## config.mk

```make
export PLATFORM = sky130hd
export DESIGN_NAME = axi_timer
export DESIGN_NICKNAME = d
export VERILOG_FILES = /design/src/rtl/axi_timer.sv
export SDC_FILE = /design/constraint.sdc
export NUM_CORES = 1
export LEC_CHECK = 0
export ABC_AREA = 1
export BUFFER_PORTS_ARGS = -buffer_cell sky130_fd_sc_hd__buf_4
export CAP_MARGIN = 20
export CORE_ASPECT_RATIO = 0.9
export CORE_UTILIZATION = 56
export DETAILED_ROUTE_END_ITERATION = 7
export PLACE_DENSITY = 0.8
export SLEW_MARGIN = 10
export SYNTH_ARGS = -nofsm -noshare
export SYNTH_HDL_FRONTEND = slang
export SYNTH_SLANG_ARGS = --single-unit
```

## constraint.sdc

```tcl
create_clock -name AXI_ACLK -period 1.99 [get_ports AXI_ACLK]
set_clock_uncertainty 0.15 [all_clocks]
set_input_delay 0.398 -clock AXI_ACLK [delete_from_list [all_inputs] [get_ports AXI_ACLK]]
set_output_delay 0.398 -clock AXI_ACLK [all_outputs]
set_load 0.03 [all_outputs]
```

## src/rtl/axi_timer.sv

```systemverilog
// AXI4-Lite timer peripheral: 32-bit counter behind an 8-bit prescaler, compare register,
// sticky MATCH flag and a level interrupt. Registers decoded from address bits [3:2].
module axi_timer #(
    parameter int unsigned AXI_AWIDTH = 32,
    parameter int unsigned AXI_DWIDTH = 32
) (
    input  logic                  AXI_ACLK,
    input  logic                  AXI_ARESETN,
    input  logic [AXI_AWIDTH-1:0] AXI_AWADDR,
    input  logic                  AXI_AWVALID,
    output logic                  AXI_AWREADY,
    input  logic [AXI_DWIDTH-1:0] AXI_WDATA,
    input  logic [3:0]            AXI_WSTRB,
    input  logic                  AXI_WVALID,
    output logic                  AXI_WREADY,
    output logic [1:0]            AXI_BRESP,
    output logic                  AXI_BVALID,
    input  logic                  AXI_BREADY,
    input  logic [AXI_AWIDTH-1:0] AXI_ARADDR,
    input  logic                  AXI_ARVALID,
    output logic                  AXI_ARREADY,
    output logic [AXI_DWIDTH-1:0] AXI_RDATA,
    output logic [1:0]            AXI_RRESP,
    output logic                  AXI_RVALID,
    input  logic                  AXI_RREADY,
    output logic                  TIMER_IRQ
);

    localparam int unsigned DW  = AXI_DWIDTH;
    localparam int unsigned SW  = 4;
    localparam int unsigned PW  = 8;
    localparam int unsigned RAW = 2;

    localparam logic [RAW-1:0] REG_CTRL    = 2'd0;
    localparam logic [RAW-1:0] REG_STATUS  = 2'd1;
    localparam logic [RAW-1:0] REG_COUNT   = 2'd2;
    localparam logic [RAW-1:0] REG_COMPARE = 2'd3;

    typedef struct packed {
        logic [PW-1:0] prescale;
        logic          auto_reload;
        logic          irq_en;
        logic          en;
    } ctrl_t;

    // Write channel state
    logic           aw_pending_q, aw_pending_d;
    logic [RAW-1:0] waddr_q, waddr_d;
    logic           w_pending_q, w_pending_d;
    logic [DW-1:0]  wdata_q, wdata_d;
    logic [SW-1:0]  wstrb_q, wstrb_d;
    logic           bvalid_q, bvalid_d;

    // Read channel state
    logic           rvalid_q, rvalid_d;
    logic [DW-1:0]  rdata_q, rdata_d;

    // Timer state
    ctrl_t          ctrl_q, ctrl_d;
    logic           match_q, match_d;
    logic [DW-1:0]  count_q, count_d;
    logic [DW-1:0]  compare_q, compare_d;
    logic [PW-1:0]  presc_q, presc_d;
    logic           irq_q, irq_d;

    logic           aw_hs, w_hs, ar_hs, commit;
    logic           wr_ctrl, wr_status, wr_count, wr_compare;
    logic           tick, hit, match_set, match_clr;
    logic [DW-1:0]  rd_word;

    logic unused_addr_bits;
    assign unused_addr_bits = ^{AXI_AWADDR[AXI_AWIDTH-1:4], AXI_AWADDR[1:0],
                                AXI_ARADDR[AXI_AWIDTH-1:4], AXI_ARADDR[1:0]};

    function automatic logic [DW-1:0] merge_strb(input logic [DW-1:0] old_v,
                                                 input logic [DW-1:0] new_v,
                                                 input logic [SW-1:0] strb);
        logic [DW-1:0] r;
        r = old_v;
        for (int b = 0; b < int'(SW); b++) begin
            if (strb[b]) r[b*8 +: 8] = new_v[b*8 +: 8];
        end
        return r;
    endfunction

    assign AXI_AWREADY = !aw_pending_q && !bvalid_q;
    assign AXI_WREADY  = !w_pending_q && !bvalid_q;
    assign AXI_ARREADY = !rvalid_q;
    assign AXI_BVALID  = bvalid_q;
    assign AXI_BRESP   = 2'b00;
    assign AXI_RVALID  = rvalid_q;
    assign AXI_RDATA   = rdata_q;
    assign AXI_RRESP   = 2'b00;
    assign TIMER_IRQ   = irq_q;

    assign aw_hs  = AXI_AWVALID && AXI_AWREADY;
    assign w_hs   = AXI_WVALID && AXI_WREADY;
    assign ar_hs  = AXI_ARVALID && AXI_ARREADY;
    assign commit = aw_pending_q && w_pending_q;

    assign wr_ctrl    = commit && (waddr_q == REG_CTRL);
    assign wr_status  = commit && (waddr_q == REG_STATUS);
    assign wr_count   = commit && (waddr_q == REG_COUNT);
    assign wr_compare = commit && (waddr_q == REG_COMPARE);

    assign tick      = ctrl_q.en && (presc_q == ctrl_q.prescale);
    assign hit       = (count_q == compare_q);
    assign match_set = tick && hit;
    assign match_clr = wr_status && wstrb_q[0] && wdata_q[0];

    // Register readback; unimplemented bits read as zero
    always_comb begin
        rd_word = '0;
        unique case (AXI_ARADDR[3:2])
            REG_CTRL: begin
                rd_word[15:8] = ctrl_q.prescale;
                rd_word[2:0]  = {ctrl_q.auto_reload, ctrl_q.irq_en, ctrl_q.en};
            end
            REG_STATUS:  rd_word[0] = match_q;
            REG_COUNT:   rd_word = count_q;
            REG_COMPARE: rd_word = compare_q;
            default:     rd_word = '0;
        endcase
    end

    // Bus channel next state
    always_comb begin
        aw_pending_d = aw_pending_q;
        waddr_d      = waddr_q;
        w_pending_d  = w_pending_q;
        wdata_d      = wdata_q;
        wstrb_d      = wstrb_q;
        bvalid_d     = bvalid_q;
        rvalid_d     = rvalid_q;
        rdata_d      = rdata_q;

        if (aw_hs) begin
            aw_pending_d = 1'b1;
            waddr_d      = AXI_AWADDR[3:2];
        end
        if (w_hs) begin
            w_pending_d = 1'b1;
            wdata_d     = AXI_WDATA;
            wstrb_d     = AXI_WSTRB;
        end
        if (bvalid_q && AXI_BREADY) begin
            bvalid_d = 1'b0;
        end
        if (commit) begin
            aw_pending_d = 1'b0;
            w_pending_d  = 1'b0;
            bvalid_d     = 1'b1;
        end

        if (ar_hs) begin
            rvalid_d = 1'b1;
            rdata_d  = rd_word;
        end else if (rvalid_q && AXI_RREADY) begin
            rvalid_d = 1'b0;
        end
    end

    // Timer next state; software COUNT write beats a tick, MATCH set beats a W1C clear
    always_comb begin
        ctrl_d    = ctrl_q;
        count_d   = count_q;
        compare_d = compare_q;
        presc_d   = presc_q;
        match_d   = match_set || (match_q && !match_clr);

        if (wr_ctrl) begin
            if (wstrb_q[0]) begin
                ctrl_d.en          = wdata_q[0];
                ctrl_d.irq_en      = wdata_q[1];
                ctrl_d.auto_reload = wdata_q[2];
            end
            if (wstrb_q[1]) ctrl_d.prescale = wdata_q[15:8];
        end

        if (wr_compare) compare_d = merge_strb(compare_q, wdata_q, wstrb_q);

        if (!ctrl_q.en || tick || wr_count) begin
            presc_d = '0;
        end else begin
            presc_d = presc_q + PW'(1);
        end

        if (wr_count) begin
            count_d = merge_strb(count_q, wdata_q, wstrb_q);
        end else if (tick) begin
            count_d = (hit && ctrl_q.auto_reload) ? '0 : count_q + DW'(1);
        end

        irq_d = match_d && ctrl_d.irq_en;
    end

    always_ff @(posedge AXI_ACLK or negedge AXI_ARESETN) begin
        if (!AXI_ARESETN) begin
            aw_pending_q <= 1'b0;
            waddr_q      <= '0;
            w_pending_q  <= 1'b0;
            wdata_q      <= '0;
            wstrb_q      <= '0;
            bvalid_q     <= 1'b0;
            rvalid_q     <= 1'b0;
            rdata_q      <= '0;
            ctrl_q       <= '0;
            match_q      <= 1'b0;
            count_q      <= '0;
            compare_q    <= '1;
            presc_q      <= '0;
            irq_q        <= 1'b0;
        end else begin
            aw_pending_q <= aw_pending_d;
            waddr_q      <= waddr_d;
            w_pending_q  <= w_pending_d;
            wdata_q      <= wdata_d;
            wstrb_q      <= wstrb_d;
            bvalid_q     <= bvalid_d;
            rvalid_q     <= rvalid_d;
            rdata_q      <= rdata_d;
            ctrl_q       <= ctrl_d;
            match_q      <= match_d;
            count_q      <= count_d;
            compare_q    <= compare_d;
            presc_q      <= presc_d;
            irq_q        <= irq_d;
        end
    end

endmodule

```

==> flow_metrics.tcl, run 1 <==
set metrics [dict create \
    violations "setup timing" \
    fin_crit_sh 1.01 \
    syn_area_sq_um 8310 \
    viasPerCell 5.55 \
    syn2layout_area_growth_pct 24.0 \
    pre_cts_slack_ps -104 \
    yosysTopAreaCell "dfrtp_1" \
    synthAdderAreaFrac 0.00301 \
    cp-start-kind "register" \
    yosys_warnings 0 \
    drive_above_1_share 0.276 \
    die_h_microns 118 \
    ys_types 44 \
    slew_violations 0 \
    setup-violations-final 5 \
    path_max_fanout 6 \
    clockBufferDepth 2 \
    num-nets-final 1235 \
    fin_ws_ps -14.9 \
    min_period_ps 2000 \
    end_kind "register" \
    grt_max_degree 52 \
    fillers 1137 \
    num_io_pins 149 \
    yosys.area.top_type_share 0.383 \
    max_cap_violations 0 \
    final_hold_viol_count 0 \
    antenna_left 0 \
    core_area_sq_um 14300 \
    whs_path_depth 2 \
    multiInputGateArea_sq_um 3880 \
    ff_latch_area_sq_um 4020 \
    ys_seq_area_frac 0.484 \
    syn_inst 994 \
    vias 7395 \
    synth_simple_gate_area_share 0.241 \
    design_area_sq_um 10300 \
    rsz0062_at_grt "yes" \
    first_pass_iters 6 \
    grt_pass1_vias 6924 \
    diodes 0 \
    drc 0 \
    worst-setup-path-type "register to register" \
    synth.area.mux_share 0.0461 \
    worstPathRequired_ps 2160 \
    wl_per_cell_microns 16.1 \
    p_per_area_nw_per_um2 1570 \
    clk_latency_ps 430 \
    placed_area_sq_um 9500 \
    ys_ff_latch 159 \
    cts-buffers-inserted 17 \
    initial_core_util 0.582 \
    hp-class "input pin to register" \
    irDropWorstVdd_mv 0.895 \
    cts_sinks 159 \
    r2r_cells 11 \
    synth_compound_area_frac 0.115 \
    antenna_found_initial 0 \
    cts_root_buf "clkbuf_16" \
    timing.hold.ws_ps 16.5 \
    grt.total_usage 0.298 \
    rows 41 \
    worstPathArrival_ps 2180 \
    first_iter_violations 848 \
    cts.htree.levels 4 \
    cts_tree "yes" \
    dieArea_sq_um 15300 \
    post-dp-hpwl_microns 15400 \
    gp_congestion 0.958 \
    power_mw 16.2 \
    die_x_microns 130 \
    wl_microns 21400 \
    status "finished, violations left" \
    synth_top_family_by_area "simple AND/OR/NAND/NOR gates" \
    synthArstFlopShare 1.00 \
    synth_edf_count 0 \
    p_leak_nw 4.93 \
    max_clock_freq_mhz 499 \
    clkSlewWorstSetupHoldPaths_ps 60 \
    grt-ovfl-total 0 \
    synth-main-ff-cell "dfrtp_1" \
    grt_pass1_wl_microns 34800 \
    synth_xor_xnor_area_share 0.0464 \
    finalSetupTns_ps -37.0 \
    synth.avg_cell_area_sq_um 8.36 \
    layout_common_cells "228 x nand2_1, 145 x buf_4, 127 x dfrtp_1" \
    final_common_cell "nand2_1" \
    portBuffers 84 \
    synth.top_cells.by_area "dfrtp_1 38%, nand2_1 11%, dfstp_2 10%, nor2_1 6.0%, mux2_2 4.6%" \
]
[layer usage]
layer  GRT usage  wire, microns  vias to the layer above
met5           0              0                        -
met4       0.108            371                        0
met3      0.0555           1620                       40
met2       0.463          10100                      323
met1       0.416           9310                     3542
li1            -              -                     3490
[report_power, final]
part / switching [mW] / total, mW / internal (mW)
Sequential: 1.24 / 6.08 / 4.84
Combinational: 3.91 / 6.81 / 2.91
Clock: 1.29 / 3.26 / 1.97
[state kept, by name (all words and copies together) (netlist names)]
register,count
waddr_q,2
wdata_q,32
compare_q,32
AXI_RVALID,1
AXI_BVALID,1
count_q,32
presc_q,8
match_q,1
wstrb_q,4
aw_pending_q,1
w_pending_q,1
TIMER_IRQ,1
AXI_RDATA,32
ctrl_q,11
[critical path: stages (launching register included)]
cell and delay [ps]:
dfstp_2 540, xnor2_1 120, nand2_1 180, nor2_2 170
nand2_2 90, nor2_4 150, nand3_4 130, buf_6 170
nand3_2 50, nand2_1 50, nand2_1 50, nand2_1 50
[final cells by class]
type                            instances  share of cell area
Sequential cell                       159               0.390
Multi-Input combinational cell        714               0.377
Timing Repair Buffer                  158               0.124
Clock buffer                           23              0.0474
Inverter                               76              0.0277
Tap cell                              193              0.0234
Clock inverter                          9              0.0104
[cells in the mapped netlist, types with 2 or more instances]
cell type    n
nor2_2       3
clkbuf_2     5
nand2_2      4
xor2_1      15
nand3b_1    12
a21oi_2      3
a21oi_1     67
nand3_1     30
a31oi_1     21
inv_2        6
inv_1       68
nor3_1      10
nor3b_1      2
nor2_4       3
nand4_1      4
nor2_1     132
nand3_2      3
nor2_8       2
ha_1         2
dfrtp_1    127
dfstp_2     32
o21ai_0     72
nand3b_4     2
buf_4       12
xnor2_1     29
o22ai_1      2
buf_2       15
buf_1        2
nand2_1    239
clkbuf_1    14
nor3_2       4
clkinv_1     2
a221oi_1     5
mux2_2      34
and3_1       2
[metrics by stage]
stage                util  instances
finish              0.722       1332
global route        0.722       1332
CTS                 0.713       1327
detailed placement  0.666       1290
global placement    0.666       1290
floorplan               -        997
[kinds of logic after synthesis]
logic type / after synthesis
AND/OR/NAND/NOR: 455
AO/OA/AOI/OAI: 175
flip-flops: 159
buffers and inverters: 124
XOR/XNOR: 44
multiplexers: 34
adder cells (fa/ha/maj): 2
other: 1
[what timing repair did]
action | in CTS | in global routing
endpoints found under the hold margin | 29 | 0
setup endpoints to repair | 32 | 40
gates resized for setup | 9 | 29
buffers inserted | 2 | 5
cloned | 2 | 0
pin swaps | 3 | 8
hold buffers | 2 | 0
[path summary, 6_finish.rpt]
| path | start | end | slack [ps] |
|---|---|---|---|
| setup / recovery | compare_q[18] | count_q[23] | -10 |
| hold / removal | AXI_RREADY | AXI_RVALID | 20 |
| setup reg to reg | compare_q[18] | count_q[23] | -10 |
| hold reg to reg | AXI_RDATA[0] | AXI_RDATA[0] | 340 |
| max in group asynchronous | AXI_ARESETN | compare_q[20] | 780 |
| min in group asynchronous | AXI_ARESETN | TIMER_IRQ | 270 |
Note: power is estimated with default switching activity, not from simulation.
==> inputs of run 2 (changes only) <==
Settings changed: CORE_UTILIZATION 56 to 47, PLACE_DENSITY 0.8 to 0.69.
==> run 2 against run 1 <==
Compared with the run above:
- the flow still finishes with violations (setup timing)
- cell count grew 3.6%
- sequential share of layout area shrank 1.6 points
- largest power group unchanged
- total power is 4.9% higher
==> flow_metrics.tcl, run 2 (same netlist as run 1, synthesis figures left out) <==
set metrics [dict create \
    cts.htree.levels 4 \
    setup-violations-final 20 \
    whs_path_depth 2 \
    antenna_left 0 \
    fin_ws_ps -45.5 \
    first_pass_iters 5 \
    grt_max_degree 52 \
    timing.rr.end "count_q[23]" \
    drc 0 \
    antenna_found_initial 0 \
    path_max_fanout 5 \
    status "finished, violations left" \
    p_per_area_nw_per_um2 1580 \
    num_io_pins 149 \
    rows 45 \
    dieArea_sq_um 18200 \
    portBuffers 84 \
    cts_root_buf "clkbuf_16" \
    r2r-start "compare_q[1]" \
    wl_microns 22300 \
    finalSetupTns_ps -344 \
    hp-class "input pin to register" \
    layout_common_cells "221 x nand2_1, 150 x buf_4, 127 x dfrtp_1" \
    r2r_slack_ps -50 \
    power.share.clock 0.214 \
    rsz0062_at_grt "yes" \
    die_x_microns 142 \
    combPwrFrac 0.428 \
    cp-start-kind "register" \
    clockBufferDepth 2 \
    slew_violations 0 \
    num-nets-final 1241 \
    power_mw 17.0 \
    violations "setup timing" \
    end_kind "register" \
    min_period_ps 2040 \
    grt_pass1_vias 6875 \
    final_hold_viol_count 0 \
    grt.total_usage 0.252 \
    viasPerCell 5.22 \
    worstPathRequired_ps 2160 \
    worst-setup-path-type "register to register" \
    die_h_microns 128 \
    irDropWorstVdd_mv 0.843 \
    fin_crit_sh 1.02 \
    hp-start "AXI_BREADY" \
    syn2layout_area_growth_pct 29.3 \
    intPower_mw 10.3 \
    clkSlewWorstSetupHoldPaths_ps 60 \
    power_switching_mw 6.66 \
    worstPathArrival_ps 2210 \
    final_common_cell "nand2_1" \
    gp_congestion 0.903 \
    drive_above_1_share 0.313 \
    whs_endpoint "AXI_BVALID" \
    max_cap_violations 0 \
    crit_path_start "compare_q[1]" \
    cts-buffers-inserted 17 \
    core_area_sq_um 17100 \
    switching_share 0.393 \
    post-dp-hpwl_microns 15700 \
    p_leak_nw 5.12 \
    first_iter_violations 612 \
    diodes 0 \
    seq_power_share 0.358 \
    cts_sinks 159 \
    initial_core_util 0.487 \
    vias 7205 \
    wl_per_cell_microns 16.1 \
    max_clock_freq_mhz 491 \
    grt_pass1_wl_microns 34900 \
    cts_tree "yes" \
    grt-ovfl-total 0 \
    clk_latency_ps 430 \
    r2r_cells 12 \
]
-- run 2: changes by cell type in the layout (fill, tap and decap cells not counted), moves of 3 or more --
cell	before	now
clkbuf_16	17	20
bufinv_16	2	5
a21oi_2	6	20
xnor2_2	1	6
clkinvlp_4	5	2
nand3_4	1	8
a21oi_1	64	50
nand3_1	27	16
nand2_1	228	221
nand2_2	15	21
buf_4	145	150
xnor2_1	28	23
nand3_2	5	9
-- run 2: per-stage QoR --
| stage | cells | instance area (sq um) | setup slack (ps) | hold WS (ps) | util |
|---|---|---|---|---|---|
| after CTS | 1372 | 10300 | -2.29 | 9.00 | 0.603 |
| after detailed placement | 1337 | 9590 | -43.8 | 210 | 0.562 |
| final | 1380 | 10700 | -45.5 | 21.5 | 0.630 |
| after global placement | 1337 | 9590 | -38.3 | 209 | 0.562 |
| after global routing | 1380 | 10700 | -122 | 4.82 | 0.630 |
| after floorplan | 997 | 8320 | 150 | -47.6 | - |
-- run 2: layer usage --
metal	wire length (microns)	global-route usage	part of all wire	up-vias
met4	421	0.0854	0.019	0
li1	-	-	-	3497
met5	0	0	0	-
met1	10200	0.349	0.46	3440
met3	1410	0.0564	0.063	27
met2	10300	0.390	0.46	241
-- run 2: worst max-delay path, cell delays in order, from the launching register on --
cell	delay (ps)
dfstp_2	540
xnor2_1	120
buf_4	130
nand2_1	50
nor2_1	120
nand2_1	100
nor2_4	120
nand3_4	190
buf_12	200
nand3_2	60
nand2_1	50
nand2_1	50
nand2_1	40
-- run 2: how the worst max path moves through the flow --
stage,to,depth (start not counted)
after global routing,count_q[5],13
after CTS,count_q[18],10
after floorplan,w_pending_q,5
final,count_q[23],12
after global placement,count_q[5],13
after detailed placement,count_q[5],13
-- run 2: area by class of cell --
| type | count | area, sq um |
|---|---|---|
| clock buffer | 23 | 468 |
| multi-input combinational | 714 | 4100 |
| tap | 235 | 294 |
| fill | 1495 | 6320 |
| clock inverter | 9 | 183 |
| inverter | 76 | 285 |
| sequential | 159 | 4020 |
| timing repair buffer | 164 | 1390 |
-- run 2: repair_timing --
action,4_1_cts,5_1_grt
resized for setup,5,84
pin swaps,0,26
buffers inserted,2,6
setup endpoints to repair,7,35
hold endpoints to repair,29,0
hold buffers,1,0
cloned,0,3
-- run 2: power groups by stage --
stage / registers (mW) / logic, mW / clock network, mW
5_1_grt: 6.26 / 7.99 / 3.81
4_1_cts: 6.02 / 6.63 / 3.68
6_report: 6.07 / 7.26 / 3.62
2_1_floorplan: 6.15 / 4.09 / 0
3_5_place_dp: 6.07 / 6.54 / 0
3_3_place_gp: 6.01 / 6.42 / 0
==> inputs of run 3 (changes only) <==
Settings changed: CTS_CLUSTER_SIZE from default to 30, TNS_END_PERCENT from default to 1.
Clock period 1.99 ns to 2 ns, I/O delays scaled along.
==> run 3 against run 2 <==
Compared with the run above:
- critical endpoint is now count_q[29]
- critical path depth fell by 2
- largest power group unchanged
- first-iteration DRC count up 16%
- the run still ends with setup timing left
- non-clock buffer count is 9 lower
- sequential share of layout area increased by 1.5 points
==> flow_metrics.tcl, run 3 (same netlist as run 1, synthesis figures left out) <==
set metrics [dict create \
    power_switching_mw 6.35 \
    wl_microns 21400 \
    switching_share 0.395 \
    first_iter_violations 710 \
    die_h_microns 128 \
    final_hold_viol_count 0 \
    initial_core_util 0.487 \
    end_kind "register" \
    core_area_sq_um 17100 \
    timing.hold.ws_ps 7.04 \
    post-dp-hpwl_microns 15500 \
    dp.cells 1334 \
    grt_pass1_vias 6518 \
    cts_tree "yes" \
    min_period_ps 2000 \
    rows 45 \
    cts.htree.levels 4 \
    drc 0 \
    syn2layout_area_growth_pct 24.3 \
    grt.total_usage 0.247 \
    p_leak_nw 4.95 \
    intPower_mw 9.73 \
    clockBufferDepth 2 \
    cpMostUsedCell "nand2_1" \
    fillers 1547 \
    cp-start-kind "register" \
    status "finished, violations left" \
    portBuffers 84 \
    cp_slowest_stage_delay_ps 570 \
    violations "setup timing" \
    p_per_area_nw_per_um2 1560 \
    seq_power_share 0.377 \
    clk_latency_ps 430 \
    grt_max_degree 52 \
    viasPerCell 5.16 \
    grt_pass1_wl_microns 34200 \
    final_common_cell "nand2_1" \
    antenna_left 0 \
    cts_sinks 159 \
    ff_latch_area_sq_um 4020 \
    irDropWorstVdd_mv 0.700 \
    die_x_microns 142 \
    multiInputGateArea_sq_um 3850 \
    max_cap_violations 0 \
    hp-class "input pin to register" \
    fin_crit_sh 1.00 \
    combPwrFrac 0.412 \
    antenna_found_initial 0 \
    fin_ws_ps -0.237 \
    drive_above_1_share 0.271 \
    worst-setup-path-type "register to register" \
    clkSlewWorstSetupHoldPaths_ps 70 \
    wl_per_cell_microns 15.6 \
    num-nets-final 1232 \
    dieArea_sq_um 18200 \
    stdcell_count 1371 \
    setup-violations-final 1 \
    cts_root_buf "clkbuf_16" \
    worstPathRequired_ps 2160 \
    power.share.clock 0.211 \
    slowest_stage "dfstp_2" \
    max_clock_freq_mhz 500 \
    grt-ovfl-total 0 \
    cts-buffers-inserted 17 \
    vias 7079 \
    layout_common_cells "229 x nand2_1, 144 x buf_4, 127 x dfrtp_1" \
    rsz0062_at_grt "yes" \
    worstPathArrival_ps 2160 \
    first_pass_iters 5 \
    num_io_pins 149 \
    slew_violations 0 \
    r2r_slack_ps -0.2 \
    path_cells "xnor2_2, nand2_1, nor2_1, nand2_1, nor2_2, nand3_2, buf_12, buf_6, nand3b_1, a21oi_1" \
    diodes 0 \
    path_max_fanout 7 \
    gp_congestion 0.882 \
]
-- run 3: cell types whose count changed in the layout (fill, tap and decap cells not counted), sizes merged --
cell,delta
buf,-6
clkinvlp,+2
clkinv,+1
inv,+2
clkbuf,-6
bufinv,-2
-- run 3: path summary, 6_finish.rpt --
| check | startpoint | endpoint | cells after the start |
|---|---|---|---|
| max reg2reg | compare_q[22] | count_q[29] | 10 |
| min reg2reg | AXI_RDATA[1] | AXI_RDATA[1] | 2 |
| max in group asynchronous | AXI_ARESETN | compare_q[20] | 3 |
| max | compare_q[22] | count_q[29] | 10 |
| min in group asynchronous | AXI_ARESETN | AXI_BVALID | 2 |
| min | AXI_BREADY | AXI_BVALID | 2 |
-- run 3: cell type report --
cell class / count / area share
clock buffers: 20 / 0.0442
clock inverters: 12 / 0.0155
inverters: 76 / 0.0276
multi-input cells: 714 / 0.373
flip-flops and latches: 159 / 0.389
well taps: 235 / 0.0285
repair buffers: 155 / 0.122
-- run 3: what timing repair did --
action / in CTS / in global routing
endpoints found under the setup margin: 12 / 39
buffers inserted: 0 / 5
pin swaps: 0 / 9
gates resized for setup: 4 / 27
hold buffers: 1 / 0
endpoints found under the hold margin: 25 / 0
-- run 3: critical path, delay by kind of cell, from the launching register on --
| family | cells | cell delay, ps |
|---|---|---|
| AOI/OAI and AO/OA | 1 | 60 |
| xor gates and xnor gates | 1 | 120 |
| buffers and inverters | 2 | 300 |
| DFF | 1 | 570 |
| and+or+nand+nor | 6 | 660 |
-- run 3: layer usage --
layer	track usage	wire (microns)	vias to the layer above
met3	0.0433	1190	25
met1	0.365	10400	3372
met2	0.368	9500	194
met4	0.0734	322	0
li1	-	-	3488
met5	0	0	-
-- run 3: through the flow --
step / instance area, sq um / total power [mW] / setup WS, ps / util / setup TNS [ps]
2_1_floorplan: 8320 / 10.2 / 160 / - / 0
3_3_place_gp: 9560 / 12.3 / -69.3 / 0.560 / -133
3_5_place_dp: 9560 / 12.5 / -73.0 / 0.560 / -139
4_1_cts: 10200 / 15.9 / -19.4 / 0.598 / -19.4
5_1_grt: 10300 / 17.1 / -94.7 / 0.605 / -772
6_report: 10300 / 16.1 / -0.237 / 0.605 / -0.237
-- run 3: power groups by stage --
| stage | clock network (mW) | registers [mW] | logic, mW |
|---|---|---|---|
| 2_1_floorplan | 0 | 6.12 | 4.06 |
| 3_3_place_gp | 0 | 6.02 | 6.31 |
| 3_5_place_dp | 0 | 6.07 | 6.41 |
| 4_1_cts | 3.44 | 6.02 | 6.48 |
| 5_1_grt | 3.58 | 6.26 | 7.31 |
| 6_report | 3.39 | 6.07 | 6.62 |
